===== src/rtl/ddr2_arb_pkg.sv =====
// Shared types for the DDR2 port arbiter.
// Holds FSM state, grant side and word sizing.
package ddr2_arb_pkg;

  localparam int unsigned WORD_BYTES = 4;

  typedef enum logic [1:0] {
    IDLE  = 2'd0,
    WRITE = 2'd1,
    READ  = 2'd2,
    GAP   = 2'd3
  } state_e;

  typedef enum logic {
    GR_WRITE = 1'b0,
    GR_READ  = 1'b1
  } grant_e;

endpackage


===== src/rtl/ddr2_port_arbiter_if.sv =====
// FIFO-side and DDR2-side signals of the port arbiter.
// master = arbiter, slave = FIFOs plus DDR2 controller.
interface ddr2_port_arbiter_if;

  logic        wr_valid;
  logic [31:0] wr_data;
  logic        wr_pop;
  logic        rd_enable;
  logic        rd_space;
  logic [8:0]  rd_level;
  logic [31:0] rd_data;
  logic        rd_data_valid;
  logic [31:0] mem_addr;
  logic        mem_write;
  logic [31:0] mem_wdata;
  logic        mem_read;
  logic [31:0] mem_rdata;
  logic        mem_waitrequest;
  logic        wr_frame_done;
  logic        rd_frame_done;
  logic        frame_ready;

  modport master (
    input  wr_valid, wr_data, rd_enable, rd_space, rd_level,
    input  mem_rdata, mem_waitrequest,
    output wr_pop, rd_data, rd_data_valid, mem_addr, mem_write,
    output mem_wdata, mem_read, wr_frame_done, rd_frame_done,
    output frame_ready
  );

  modport slave (
    output wr_valid, wr_data, rd_enable, rd_space, rd_level,
    output mem_rdata, mem_waitrequest,
    input  wr_pop, rd_data, rd_data_valid, mem_addr, mem_write,
    input  mem_wdata, mem_read, wr_frame_done, rd_frame_done,
    input  frame_ready
  );

endinterface


===== src/rtl/ddr2_frame_addr_gen.sv =====
// Frame-wrapped word index counter with byte-address output.
// done_o pulses when the last word of a frame is consumed.
module ddr2_frame_addr_gen
  import ddr2_arb_pkg::*;
#(
  parameter int unsigned FRAME_WORDS = 307200,
  parameter logic [31:0] BASE_ADDR   = 32'd0,
  localparam int unsigned IW =
    (FRAME_WORDS > 1) ? $clog2(FRAME_WORDS) : 1
) (
  input  logic        clk_i,
  input  logic        rst_i,
  input  logic        adv_i,
  output logic [31:0] addr_o,
  output logic        done_o
);

  localparam logic [IW-1:0] LAST = IW'(FRAME_WORDS - 1);

  logic [IW-1:0] idx_q, idx_d;
  logic          at_last;

  assign at_last = (idx_q == LAST);
  assign done_o  = adv_i & at_last;
  assign addr_o  = BASE_ADDR
                 + (32'(idx_q) << $clog2(WORD_BYTES));

  always_comb begin
    idx_d = idx_q;
    if (adv_i) idx_d = at_last ? '0 : idx_q + IW'(1);
  end

  always_ff @(posedge clk_i) begin
    if (rst_i) idx_q <= '0;
    else       idx_q <= idx_d;
  end

endmodule


===== src/rtl/ddr2_port_arbiter.sv =====
// Shares one DDR2 port between the capture writer and
// display reader with bounded bursts and urgent reads.
module ddr2_port_arbiter
  import ddr2_arb_pkg::*;
#(
  parameter int unsigned FRAME_WORDS = 307200,
  parameter int unsigned BURST_MAX   = 16,
  parameter int unsigned RD_URGENT   = 64,
  parameter logic [31:0] BASE_ADDR   = 32'd0
) (
  input  logic ctrl_clk,
  input  logic reset,
  ddr2_port_arbiter_if.master bus
);

  localparam int unsigned BW = $clog2(BURST_MAX + 1);

  state_e        state_q, state_d;
  grant_e        last_q, last_d;
  logic [BW-1:0] burst_q, burst_d;
  logic          rdy_q, rdy_d;

  logic        rd_elig, rd_urgent, wr_elig, more;
  logic        go_rd, go_wr;
  logic        in_wr, in_rd, wr_acc, rd_acc;
  logic        wr_done, rd_done;
  logic [31:0] wr_addr, rd_addr;

  assign rd_elig   = bus.rd_enable & bus.rd_space & rdy_q;
  assign rd_urgent = rd_elig & (32'(bus.rd_level) < RD_URGENT);
  assign wr_elig   = bus.wr_valid;
  assign more      = burst_q < BW'(BURST_MAX);

  // Alternate on contention; urgent read always wins.
  assign go_rd = rd_urgent
               | (rd_elig & ~(wr_elig & (last_q == GR_READ)));
  assign go_wr = wr_elig & ~go_rd;

  assign in_wr  = (state_q == WRITE);
  assign in_rd  = (state_q == READ);
  assign wr_acc = in_wr & ~bus.mem_waitrequest;
  assign rd_acc = in_rd & ~bus.mem_waitrequest;
  assign rdy_d  = rdy_q | wr_done;

  always_comb begin
    state_d = state_q;
    last_d  = last_q;
    burst_d = burst_q;
    case (state_q)
      IDLE: begin
        unique case (1'b1)
          go_rd: begin
            state_d = READ;
            last_d  = GR_READ;
            burst_d = '0;
          end
          go_wr: begin
            state_d = WRITE;
            last_d  = GR_WRITE;
            burst_d = '0;
          end
          default: ;
        endcase
      end
      WRITE, READ: begin
        if (wr_acc | rd_acc) begin
          burst_d = burst_q + BW'(1);
          state_d = GAP;
        end
      end
      GAP: begin
        state_d = IDLE;
        if (last_q == GR_WRITE) begin
          if (more & wr_elig & ~rd_urgent) state_d = WRITE;
        end else if (more & rd_elig) begin
          state_d = READ;
        end
      end
      default: state_d = IDLE;
    endcase
  end

  always_ff @(posedge ctrl_clk) begin
    if (reset) begin
      state_q <= IDLE;
      last_q  <= GR_READ;
      burst_q <= '0;
      rdy_q   <= 1'b0;
    end else begin
      state_q <= state_d;
      last_q  <= last_d;
      burst_q <= burst_d;
      rdy_q   <= rdy_d;
    end
  end

  ddr2_frame_addr_gen #(
    .FRAME_WORDS (FRAME_WORDS),
    .BASE_ADDR   (BASE_ADDR)
  ) u_wr_gen (
    .clk_i  (ctrl_clk),
    .rst_i  (reset),
    .adv_i  (wr_acc),
    .addr_o (wr_addr),
    .done_o (wr_done)
  );

  ddr2_frame_addr_gen #(
    .FRAME_WORDS (FRAME_WORDS),
    .BASE_ADDR   (BASE_ADDR)
  ) u_rd_gen (
    .clk_i  (ctrl_clk),
    .rst_i  (reset),
    .adv_i  (rd_acc),
    .addr_o (rd_addr),
    .done_o (rd_done)
  );

  assign bus.mem_write     = in_wr;
  assign bus.mem_read      = in_rd;
  assign bus.mem_addr      = in_wr ? wr_addr
                           : in_rd ? rd_addr : '0;
  assign bus.mem_wdata     = in_wr ? bus.wr_data : '0;
  assign bus.wr_pop        = wr_acc;
  assign bus.rd_data_valid = rd_acc;
  assign bus.rd_data       = rd_acc ? bus.mem_rdata : '0;
  assign bus.wr_frame_done = wr_done;
  assign bus.rd_frame_done = rd_done;
  assign bus.frame_ready   = rdy_q;

endmodule


===== src/flat_wrapper.sv =====
// flat-port wrapper written by rule: the top's interface ports become plain ports
module ddr2_port_arbiter_flat import ddr2_arb_pkg::*;
#(
  parameter int unsigned FRAME_WORDS = 307200,
  parameter int unsigned BURST_MAX   = 16,
  parameter int unsigned RD_URGENT   = 64,
  parameter logic [31:0] BASE_ADDR   = 32'd0
)
  (ctrl_clk, reset, bus_wr_valid, bus_wr_data, bus_rd_enable, bus_rd_space, bus_rd_level, bus_mem_rdata, bus_mem_waitrequest, bus_wr_pop, bus_rd_data, bus_rd_data_valid, bus_mem_addr, bus_mem_write, bus_mem_wdata, bus_mem_read, bus_wr_frame_done, bus_rd_frame_done, bus_frame_ready);
  ddr2_port_arbiter_if bus_i ();
  input  logic ctrl_clk;
  input  logic reset;
  input wire logic [$bits(bus_i.wr_valid)-1:0] bus_wr_valid;
  input wire logic [$bits(bus_i.wr_data)-1:0] bus_wr_data;
  input wire logic [$bits(bus_i.rd_enable)-1:0] bus_rd_enable;
  input wire logic [$bits(bus_i.rd_space)-1:0] bus_rd_space;
  input wire logic [$bits(bus_i.rd_level)-1:0] bus_rd_level;
  input wire logic [$bits(bus_i.mem_rdata)-1:0] bus_mem_rdata;
  input wire logic [$bits(bus_i.mem_waitrequest)-1:0] bus_mem_waitrequest;
  output wire logic [$bits(bus_i.wr_pop)-1:0] bus_wr_pop;
  output wire logic [$bits(bus_i.rd_data)-1:0] bus_rd_data;
  output wire logic [$bits(bus_i.rd_data_valid)-1:0] bus_rd_data_valid;
  output wire logic [$bits(bus_i.mem_addr)-1:0] bus_mem_addr;
  output wire logic [$bits(bus_i.mem_write)-1:0] bus_mem_write;
  output wire logic [$bits(bus_i.mem_wdata)-1:0] bus_mem_wdata;
  output wire logic [$bits(bus_i.mem_read)-1:0] bus_mem_read;
  output wire logic [$bits(bus_i.wr_frame_done)-1:0] bus_wr_frame_done;
  output wire logic [$bits(bus_i.rd_frame_done)-1:0] bus_rd_frame_done;
  output wire logic [$bits(bus_i.frame_ready)-1:0] bus_frame_ready;
  assign bus_i.wr_valid = bus_wr_valid;
  assign bus_i.wr_data = bus_wr_data;
  assign bus_i.rd_enable = bus_rd_enable;
  assign bus_i.rd_space = bus_rd_space;
  assign bus_i.rd_level = bus_rd_level;
  assign bus_i.mem_rdata = bus_mem_rdata;
  assign bus_i.mem_waitrequest = bus_mem_waitrequest;
  assign bus_wr_pop = bus_i.wr_pop;
  assign bus_rd_data = bus_i.rd_data;
  assign bus_rd_data_valid = bus_i.rd_data_valid;
  assign bus_mem_addr = bus_i.mem_addr;
  assign bus_mem_write = bus_i.mem_write;
  assign bus_mem_wdata = bus_i.mem_wdata;
  assign bus_mem_read = bus_i.mem_read;
  assign bus_wr_frame_done = bus_i.wr_frame_done;
  assign bus_rd_frame_done = bus_i.rd_frame_done;
  assign bus_frame_ready = bus_i.frame_ready;
  ddr2_port_arbiter #(.FRAME_WORDS(FRAME_WORDS), .BURST_MAX(BURST_MAX), .RD_URGENT(RD_URGENT), .BASE_ADDR(BASE_ADDR)) u_core (.ctrl_clk(ctrl_clk), .reset(reset), .bus(bus_i));
endmodule

===== config.mk =====
export PLATFORM = sky130hd
export DESIGN_NAME = ddr2_port_arbiter_flat
export DESIGN_NICKNAME = d
export VERILOG_FILES = /design/src/rtl/ddr2_arb_pkg.sv /design/src/rtl/ddr2_port_arbiter_if.sv /design/src/rtl/ddr2_frame_addr_gen.sv /design/src/rtl/ddr2_port_arbiter.sv /design/src/flat_wrapper.sv
export SDC_FILE = /design/constraint.sdc
export NUM_CORES = 1
export LEC_CHECK = 0
export BUFFER_PORTS_ARGS = -buffer_cell sky130_fd_sc_hd__buf_2
export CAP_MARGIN = 20
export CORE_AREA = 2 2 85 87
export CTS_CLUSTER_SIZE = 14
export DETAILED_ROUTE_END_ITERATION = 6
export DIE_AREA = 0 0 87 89
export GPL_ROUTABILITY_DRIVEN = 0
export PLACE_DENSITY = 0.88
export SETUP_SLACK_MARGIN = 0.3
export SLEW_MARGIN = 15
export SYNTH_ARGS = -nofsm -noshare
export SYNTH_HDL_FRONTEND = slang
export SYNTH_SLANG_ARGS = --single-unit

===== constraint.sdc =====
create_clock -name ctrl_clk -period 6.6 [get_ports ctrl_clk]
set_clock_uncertainty 0.2 [all_clocks]
set_input_delay 0.66 -clock ctrl_clk [delete_from_list [all_inputs] [get_ports ctrl_clk]]
set_output_delay 0.66 -clock ctrl_clk [all_outputs]
set_load 0.05 [all_outputs]

-- Yosys cells after proc, flatten, opt, wreduce, memory -nomap -nowiden
Index checks and enable logic that the tools add are counted.
- flip-flop bits (word level): 47
- input bits: 79
- output and inout bits: 103
- add/subtract/negate cells: 3
- magnitude comparators: 2
- equal/unequal tests: 8
- mux-type cells: 16
- bitwise logic cells: 20
- reduce and logical (&&, ||, !) cells: 8
- operators by type and width (kind ; count):
    32-bit 2-to-1 mux ; 3
    19-bit by 1-bit adder with 19-bit output (second input constant) ; 2
    19-bit equality test (second input constant) ; 2
    19-bit 2-to-1 mux ; 2
    21-bit 2-to-1 mux ; 1
    1-bit AND ; 13
    5-bit 2-to-1 mux ; 2
    5-bit one-hot mux with 2 select lines ; 1
    9-bit by 7-bit < comparator with 1-bit output (second input constant) ; 1
    2-bit 2-to-1 mux ; 3
    2-bit one-hot mux with 3 select lines ; 1
    5-bit by 1-bit adder with 5-bit output (second input constant) ; 1
    5-bit < comparator (second input constant) ; 1
    2-bit equality test (second input constant) ; 2
    1-bit NOT ; 4
    2-bit one-hot mux with 2 select lines ; 1
    2-bit AND reduction ; 2
    2-bit nonzero test ; 2
    2-bit OR reduction ; 2
    3-bit by 1-bit != test with 1-bit output (second input constant) ; 1
    1-bit OR ; 3
    3-bit AND reduction ; 1
    2-bit by 1-bit equality test with 1-bit output (second input constant) ; 1
    2-bit zero test ; 1
    4 further kinds ; 4

-- Longest topological paths before layout
- depth after elaboration: 9
- mapped depth: 8
- mapped depth without buffers: 7

-- Cells and area by module
Synthesis repeated with hierarchy kept, for this count alone.
- cell total of the unflattened synthesis: 510
- area, all modules: 3644.7 µm²
- modules (own cells, without submodules) (module ; instances ; cells each ; area an instance (µm²) ; seq. area each (µm²)):
    ddr2_frame_addr_gen ; 2 ; 130 ; 1063.5 ; 380.4
    ddr2_port_arbiter ; 1 ; 250 ; 1517.7 ; 180.2

-- Worst setup path before layout
OpenSTA, ideal clock, no wires.
- kind: register to output
- start: register u_core.state_q[0]
- end: output port bus_mem_addr[14]
- arrival time: 2758 ps
- required time: 5740 ps
- setup slack: 2982 ps
- stages on the path, launching flop included: 7
- path buffers: 2
- path through: dfxtp_1 > inv_1 > ha_1 > clkbuf_1 > clkbuf_1 > nand2_1 > o21ai_0
- word-level cells in the longest chain between the ends: 3
- elaborated cells between the ends (all ways): 4
- classes of those cells: eq/ne (2); mux (2)
- RTL lines (what ; RTL line ; source):
    start: declaration ; ddr2_port_arbiter.sv:18 ; state_e state_q, state_d;
    start signal: assignment ; ddr2_port_arbiter.sv:90 ; state_q <= state_d;
    2-bit equality test ; ddr2_port_arbiter.sv:40 ; assign in_rd = (state_q == READ);
    via bus_mem_read ; flat_wrapper.sv:26 ; output wire logic [$bits(bus_i.mem_read)-1:0] bus_mem_read;
    21-bit 2-to-1 mux ; ddr2_port_arbiter.sv:122 ; : in_rd ? rd_addr : '0;
    32-bit 2-to-1 mux ; ddr2_port_arbiter.sv:121 ; assign bus.mem_addr = in_wr ? wr_addr
    end: declaration ; flat_wrapper.sv:23 ; output wire logic [$bits(bus_i.mem_addr)-1:0] bus_mem_addr;
The timed path passes the listed nets, and every way through them passes these cells.

-- Worst setup path in the final report
- start: register u_core.state_q[0]
- end: output port bus_rd_data[6]
- word-level cells in the longest chain between the ends: 3
- RTL lines (what ; RTL line ; source):
    2-bit equality test ; ddr2_port_arbiter.sv:40 ;
    1-bit AND ; ddr2_port_arbiter.sv:42 ; assign rd_acc = in_rd & ~bus.mem_waitrequest;
    32-bit 2-to-1 mux ; ddr2_port_arbiter.sv:126 ; assign bus.rd_data = rd_acc ? bus.mem_rdata : '0;
    end: declaration ; flat_wrapper.sv:21 ; output wire logic [$bits(bus_i.rd_data)-1:0] bus_rd_data;
No other way between the ends.

==> run metrics <==
vias per cell=5.52; Critical Path Start Type=register; Clock Latency Late Sink=300 ps; top cells by instance count after synthesis=and2_1 (64), nand2_1 (57), dfxtp_1 (47), o21ai_0 (29), nor2_1 (26); Synth Instances=436; Residual DRC=0; Max Freq=267 MHz; clock transition at the registers of the reported paths=90 ps; Reg2Reg Depth=7; htree depth=2; GRT overflow=0; Detail Placement HPWL=7340 um; Area Overhead vs Synth=26.7%; setup bufs post-CTS=0; Final Hold Fails=0; crit path max fanout=37; cts bufs inserted=5; Finished Cell Area=0.00412 sq mm; io pins=182; Die X=87 um; Routed WL=9480 um; #FFs+latches synth=47; Peak VDD IR=0.150 mV; Final Core Density=61.3%; IO Port Bufs=162; fill cell count=588; clock tree buffer depth=2; asr flop ratio synth=0%; Mapped Area=0.00325 sq mm; die area=0.00774 sq mm; Synth area leader=dfxtp_1; CP Capture Type=output pin; Area contributors post-synth=dfxtp_1 (29%), and2_1 (12%), nand2_1 (6.6%), o21ai_0 (4.5%), buf_4 (3.2%); TritonCTS clock tree=done; ANT nets after route=0; Netlist cell types=56; Overall Global Routing Usage=23.4%; final setup fails=0; Final Non-Filler Cells=663; sequential fraction of the synthesis area=28.9%; Avg WL per Cell=14.3 um; largest net degree at the start of global routing=76; dpl cell area=0.00401 sq mm; LEAKAGE=1.91 nW; most common cell in the netlist=and2_1; layout cell share with drive strength beyond 1=31.9%; Die Y=89 um; total of cells resized after clock tree synthesis=0; Yosys top cell area share=28.9%; worst relative slew slack=38.2%; Tcrit/Tclk final=56.9%; RSZ-0062 raised after global routing=no; number of DRC markers in iteration 0=188; DP Cell Count=653; Final Max Slew Viols=0; hold-fix buffers at CTS=0; max-cap violations=0; syn_area_per_cell=7.46 sq um; # rows=30; final period demand of the worst path=3750 ps; initial core utilization=48.4%; DRT Pass-1 Iters=5; crit path DAT=2890 ps; pwr dens=242 mW/mm^2; Setup TNS=0 ps; Hold Path Depth=2; number of synthesized flops with an enable pin=0; Ys Warns=0; Main synth FF type=dfxtp_1; vias in the first global route=3,366; Layout Nets=668; Slew @ Worst Pin=921 ps; Antenna Cells=0; WP data required=5740 ps; outcome=completed; via count=3,657; initial antenna violation count=0; global-route wire length before repair=14,500 um; Clock Tree Root=clkbuf_8; clock sink count=47; Setup CP Type=reg2out; core area=0.00672 sq mm; Hold WC Path Type=reg2reg
## metrics by stage
stage / worst slack (ps) / hold WS (ps) / total power [W]
2_1_floorplan: 2980 / 255 / 0.000714
3_3_place_gp: 3270 / 275 / 0.000804
3_5_place_dp: 3160 / 289 / 0.000816
4_1_cts: 2810 / 307 / 0.000988
5_1_grt: 2570 / 347 / 0.00104
6_report: 2850 / 314 / 0.000995
## final timing paths
| path | from | slack (ps) | endpoint |
|---|---|---|---|
| worst max-delay path | u_core.state_q[0]$_SDFFE_PP0P_ | 2850 | bus_rd_data[6] |
| worst min-delay path | u_core.burst_q[3]$_SDFFE_PP0P_ | 310 | u_core.burst_q[3]$_SDFFE_PP0P_ |
| worst max register to register | u_core.state_q[0]$_SDFFE_PP0P_ | 3410 | u_core.burst_q[0]$_SDFFE_PP0P_ |
| worst min register to register | u_core.burst_q[3]$_SDFFE_PP0P_ | 310 | u_core.burst_q[3]$_SDFFE_PP0P_ |
## cells by family (layout without fill, tap and decap cells)
kind of cell | Yosys count | after routing | synth area share [%]
simple gates | 230 | 230 | 39.4
compound gates | 76 | 76 | 14.6
buf+inv | 52 | 187 | 8.00
flops | 47 | 47 | 28.9
xor+xnor | 21 | 21 | 5.66
fa+ha+maj | 7 | 7 | 2.69
mux | 2 | 2 | 0.616
other cells | 1 | 13 | 0.115
## final cells by class
cell class	count	area, sq um	share of cell area (%)
multi-input combinational	349	2100	50.9
timing repair buffer	164	838	20.4
tap	80	100	2.43
inverter	15	56.3	1.37
sequential	47	941	22.8
clock buffer	6	72.6	1.76
clock inverter	2	12.5	0.304
## critical path: stages (launching register included)
cell	delay, ps
dfxtp_1	370
inv_1	90
ha_1	510
nand2b_1	350
clkinv_1	620
and2_1	430
buf_2	210
## registers in the layout, indices dropped and copies added, names as in the netlist
name,count
u_core.u_wr_gen.idx_q,19
u_core.state_q,2
u_core.burst_q,5
u_core.bus.frame_ready,1
u_core.u_rd_gen.idx_q,19
u_core.last_q,1
## cell usage in the layout (no fill, tap or decap), types with 6 or more instances in the layout
cell type	count
and2_1	64
nand3_1	16
conb_1	13
a21oi_1	13
buf_2	162
ha_1	6
xor2_1	10
nand2_1	57
o31ai_1	8
xnor2_1	11
inv_1	14
o21ai_0	29
nor2_1	26
a31oi_1	6
nor3_1	11
dfxtp_1	47
or4_1	9
nand4_1	7
## power breakdown
part	leakage, nW	internal, W	total, W	switching, W
Sequential	0.379	0.000295	0.000310	0.0000145
Clock	0.0412	0.0000743	0.000176	0.000101
Combinational	1.49	0.000126	0.000510	0.000384
Total	1.91	0.000495	0.000995	0.000500
## routing by layer
metal,GRT usage (%),routed length [um],vias up
met5,0,0,-
met4,7.24,128,0
met3,4.52,844,14
met2,46.3,4860,198
met1,24.6,3650,1666
li1,-,-,1779
No activity file was read; power rests on OpenSTA's default activity.
